$ cat src/rtl/adder_arbiter.sv
// adder_arbiter
//
// Round-robin arbiter in front of one shared WIDTH-bit ripple-carry adder.
// N requesters offer {a, b, ci}; one is granted per accepted transaction and
// its sum, carry-out and index land in a single-entry response stage.
//
// Handshake: a transfer happens on a rising edge where valid and ready are
// both 1. Ready never depends on the same side's valid through a loop;
// req_ready is a function of req_valid, ptr and the response stage occupancy.
//
// Ports:
//   clk        single clock, rising edge
//   rst_n      asynchronous active-low reset
//   req_valid  [N]        per-requester request present
//   req_ready  [N]        one-hot (or zero) grant/accept this cycle
//   req_a      [N*WIDTH]  operand a, requester i at [i*WIDTH +: WIDTH]
//   req_b      [N*WIDTH]  operand b, same packing
//   req_ci     [N]        carry-in per requester
//   rsp_valid             response stage holds a result
//   rsp_ready             consumer takes the response
//   rsp_id     [IDW]      requester index that produced the result
//   rsp_s      [WIDTH]    sum
//   rsp_co                carry-out
//   done_cnt   [16]       completed responses, wraps silently

// Plain ripple-carry adder: carry propagates bit by bit from ci.
module adder_structure #(
    parameter int WIDTH = 32
) (
    input  logic [WIDTH-1:0] a,
    input  logic [WIDTH-1:0] b,
    input  logic             ci,
    output logic [WIDTH-1:0] s,
    output logic             co
);
    always_comb begin
        logic c;
        c = ci;
        s = '0;
        for (int i = 0; i < WIDTH; i++) begin
            s[i] = a[i] ^ b[i] ^ c;
            c    = (a[i] & b[i]) | (c & (a[i] ^ b[i]));
        end
        co = c;
    end
endmodule

module adder_arbiter #(
    parameter  int WIDTH = 32,
    parameter  int N     = 4,
    localparam int IDW   = $clog2(N)
) (
    input  logic               clk,
    input  logic               rst_n,
    input  logic [N-1:0]       req_valid,
    output logic [N-1:0]       req_ready,
    input  logic [N*WIDTH-1:0] req_a,
    input  logic [N*WIDTH-1:0] req_b,
    input  logic [N-1:0]       req_ci,
    output logic               rsp_valid,
    input  logic               rsp_ready,
    output logic [IDW-1:0]     rsp_id,
    output logic [WIDTH-1:0]   rsp_s,
    output logic               rsp_co,
    output logic [15:0]        done_cnt
);
    // Response stage occupancy: rsp_valid is the decoded state.
    typedef enum logic {
        EMPTY = 1'b0,
        FULL  = 1'b1
    } state_t;

    state_t           state;
    state_t           state_next;
    logic [IDW-1:0]   ptr;
    logic [IDW-1:0]   winner;
    logic             found;
    logic             free;
    logic             accept;
    logic [N-1:0]     grant_vec;
    logic [WIDTH-1:0] sel_a;
    logic [WIDTH-1:0] sel_b;
    logic             sel_ci;
    logic [WIDTH-1:0] sum_s;
    logic             sum_co;

    assign rsp_valid = (state == FULL);
    assign free      = !rsp_valid || rsp_ready;

    // Round-robin search starting at ptr, wrapping mod N.
    always_comb begin
        int             idx;
        logic [IDW-1:0] cand;
        idx    = 0;
        cand   = '0;
        winner = '0;
        found  = 1'b0;
        for (int k = 0; k < N; k++) begin
            idx = int'(ptr) + k;
            if (idx >= N) idx = idx - N;
            cand = IDW'(idx);
            if (!found && req_valid[cand]) begin
                found  = 1'b1;
                winner = cand;
            end
        end
    end

    // A grant is only ever given to a valid requester, so granting is accepting.
    assign accept = found && free;

    always_comb begin
        grant_vec = '0;
        grant_vec[winner] = 1'b1;
    end

    // rst_n only gates the visible ready; internal state is held by the reset.
    assign req_ready = (accept && rst_n) ? grant_vec : '0;

    // Operand mux feeding the single shared adder.
    always_comb begin
        sel_a  = '0;
        sel_b  = '0;
        sel_ci = 1'b0;
        for (int i = 0; i < N; i++) begin
            if (winner == IDW'(i)) begin
                sel_a  = req_a[i*WIDTH +: WIDTH];
                sel_b  = req_b[i*WIDTH +: WIDTH];
                sel_ci = req_ci[i];
            end
        end
    end

    adder_structure #(.WIDTH(WIDTH)) u_adder (
        .a  (sel_a),
        .b  (sel_b),
        .ci (sel_ci),
        .s  (sum_s),
        .co (sum_co)
    );

    always_comb begin
        state_next = state;
        case (state)
            EMPTY:   if (accept) state_next = FULL;
            FULL:    if (rsp_ready && !accept) state_next = EMPTY;
            default: state_next = EMPTY;
        endcase
    end

    always_ff @(posedge clk or negedge rst_n) begin
        if (!rst_n) begin
            state <= EMPTY;
        end else begin
            state <= state_next;
        end
    end

    always_ff @(posedge clk or negedge rst_n) begin
        if (!rst_n) begin
            rsp_s  <= '0;
            rsp_co <= 1'b0;
            rsp_id <= '0;
            ptr    <= '0;
        end else if (accept) begin
            rsp_s  <= sum_s;
            rsp_co <= sum_co;
            rsp_id <= winner;
            ptr    <= (winner == IDW'(N-1)) ? '0 : winner + 1'b1;
        end
    end

    always_ff @(posedge clk or negedge rst_n) begin
        if (!rst_n) begin
            done_cnt <= '0;
        end else if (rsp_valid && rsp_ready) begin
            done_cnt <= done_cnt + 16'd1;
        end
    end
endmodule

$ cat config.mk
export PLATFORM = sky130hd
export DESIGN_NAME = adder_arbiter
export DESIGN_NICKNAME = d
export VERILOG_FILES = /design/src/rtl/adder_arbiter.sv
export SDC_FILE = /design/constraint.sdc
export NUM_CORES = 1
export LEC_CHECK = 0
export ABC_AREA = 1
export BUFFER_PORTS_ARGS = -buffer_cell sky130_fd_sc_hd__buf_2
export CORE_AREA = 2 2 126 128
export DETAILED_ROUTE_END_ITERATION = 10
export DIE_AREA = 0 0 128 130
export HOLD_SLACK_MARGIN = 0.08
export REMOVE_ABC_BUFFERS = 1
export SLEW_MARGIN = 20
export SYNTH_ARGS = -nofsm -noshare
export SYNTH_HDL_FRONTEND = slang
export SYNTH_SLANG_ARGS = --single-unit
$ cat constraint.sdc
create_clock -name clk -period 18.23 [get_ports clk]
set_clock_uncertainty 0.1 [all_clocks]
set_input_delay 0 -clock clk [delete_from_list [all_inputs] [get_ports clk]]
set_output_delay 0 -clock clk [all_outputs]
set_load 0.01 [all_outputs]
==> impl_metrics.tcl <==
set metrics [dict create \
    final_cell_mix "buf_2, o21ai_0, a21oi_1" \
    syn_area_um2 4940 \
    drt_iter0_drc 282 \
    diodes 0 \
    hold_viol_final 0 \
    gr-total-overflow 0 \
    vias 5613 \
    synth_cells 624 \
    cts.sinks 54 \
    ant_nets 0 \
    die_x_um 128 \
    cts_buffer_depth 2 \
    slew_violations 0 \
    die_h_um 130 \
    synth-seq-cells 54 \
    status "complete, no violations" \
    synth_top_family_by_area "compound AO/OA/AOI/OAI gates" \
    io_pins 323 \
    fin_crit_sh_pct 89.0 \
    tns_ns 0 \
    cts-hold-fix-buffers 2 \
    regArea_um2 1350 \
    rsz0062_at_grt "false" \
    synth_xor_area_share_pct 2.66 \
    drt-met1-wl_mm 7.36 \
    postCtsSetupBuffers 0 \
    dr.max_layer_used "met5" \
    post-route-min-period_ns 16.22 \
    cts-resized-gates 0 \
    initial_utilization_pct 32.0 \
    grt_use_total_pct 20.9 \
    drc 0 \
    antenna_found_initial 0 \
    core_um2 15400 \
    relSlewSlack_pct 40.4 \
    crit_fanout 38 \
    path_class "flop to flop" \
    synth_compound_area_share_pct 34.8 \
    path_clk_slew_ns 0.07 \
    yosys_warnings 0 \
    port_buffers 322 \
    cp_slowest_cell "nor2_4" \
    setup_viol 0 \
    area_delta_synth_final_pct 37.1 \
    synth_cell_type_count 29 \
    ys_seq_area_share_pct 27.4 \
    insertion_delay_ns 0.30 \
    cp.required_ns 18.32 \
    rrSetupSlack_ns 2.01 \
    path_common_cell "fa_1" \
    wl_met3_mm 1.16 \
    grt_pass1_wl_mm 27.4 \
    fmax_ghz 0.0617 \
    worstMarginPinSlew_ns 0.894 \
    dp_hpwl_mm 13.9 \
    postSynthAreaPerCell_um2 7.92 \
    root_buffer "clkbuf_16" \
    die-area_um2 16600 \
    yosys.area_share.adder_pct 14.2 \
    multi_input_area_um2 3230 \
    drt-total-wl_mm 17.9 \
    hold_path.class "input port to flop" \
    cts-buffers-inserted 5 \
    yosys.area_share.simple_pct 13.3 \
    routedWlPerCell_um 16.2 \
    start_kind "flop" \
    synthMuxAreaShare_pct 0 \
    cts_htree_levels 2 \
    cap_viol_max_count 0 \
    grt_pass1_vias 5516 \
    layout_commonest_cell "buf_2" \
    rows 46 \
    critPathArrivalTime_ns 16.31 \
    end_kind "flop" \
    wl_met2_mm 8.93 \
    drive_above_1_share_pct 43.3 \
    post_drt_via_cell_ratio 5.08 \
    nFillCells 1623 \
    critical_path.max_stage_delay_ns 0.77 \
    place.gp.congestion 0.835 \
    grt_max_degree 68 \
    final_nets 1217 \
    cts_tree "yes" \
    first_pass_iters 5 \
]
-- path summary, 6_finish.rpt --
check                           startpoint     endpoint  cells after the start
worst min register to register   rsp_s[29]    rsp_s[29]                      2
worst max-delay path                ptr[0]    rsp_s[31]                     51
worst max register to register      ptr[0]    rsp_s[31]                     51
worst min-delay path            req_a[112]    rsp_s[16]                      6
min in group asynchronous            rst_n  done_cnt[1]                      3
max in group asynchronous            rst_n       ptr[0]                      3
-- Yosys cell counts (all sizes together) --
cell | number | share of area [%]
a22oi | 63 | 9.6
clkbuf | 37 | 2.8
inv | 29 | 2.3
fa | 32 | 13
a21oi | 95 | 9.6
nor2 | 16 | 1.4
or2 | 1 | 0.13
nand3 | 16 | 1.7
xor2 | 9 | 1.6
nor3 | 4 | 0.51
o21ai | 136 | 16
dfrtp | 54 | 27
nand2 | 104 | 9.1
ha | 5 | 1.3
xnor2 | 6 | 1.1
nand4 | 4 | 0.51
buf | 13 | 2.5
-- sequential cells by signal, indices dropped and copies added, names as in the netlist --
name / flops
rsp_s: 32
ptr: 2
rsp_co: 1
done_cnt: 16
rsp_valid: 1
rsp_id: 2
-- through the flow --
step	area (µm²)	hold WS, ns	util [%]	setup slack, ns	cells
global route	6770	0.194	43.9	1.19	1106
CTS	6770	0.139	43.9	1.93	1106
detailed placement	6600	0.101	42.8	1.94	1096
finish	6770	0.137	43.9	2.01	1106
global placement	6600	0.0985	42.8	2.22	1096
floorplan	4680	-0.396	-	1.01	574
-- cells by family after synthesis --
kind of cell	count (synthesis)
xor gates and xnor gates	15
DFF	54
and+or+nand+nor	145
AOI/OAI and AO/OA	294
buffers and inverters	79
adders and majority gates	37
-- final cells by class --
cell class,count,area share [%]
Tap cell,192,3.55
Timing Repair Buffer,332,25.0
Inverter,29,1.64
Sequential cell,54,20.0
Multi-Input combinational cell,491,47.7
Clock buffer,7,2.11
Clock inverter,1,0.0739
-- layer usage --
| metal | GRT usage [%] | vias to the layer above |
|---|---|---|
| li1 | - | 2776 |
| met1 | 25.7 | 2571 |
| met2 | 37.3 | 242 |
| met3 | 3.90 | 22 |
| met4 | 6.27 | 2 |
| met5 | 0 | - |
-- worst max-delay path: cells and delay by family (launching register included) --
| kind | cells | cell delay [ns] |
|---|---|---|
| AO/OA/AOI/OAI | 3 | 0.47 |
| adder cells (fa/ha/maj) | 33 | 12.92 |
| flip-flops | 1 | 0.55 |
| AND/OR/NAND/NOR | 10 | 1.61 |
| buffers and inverters | 5 | 0.43 |
Power is not shown: default switching activity piles up to over one toggle a cycle in this logic, so the estimate is an artifact.
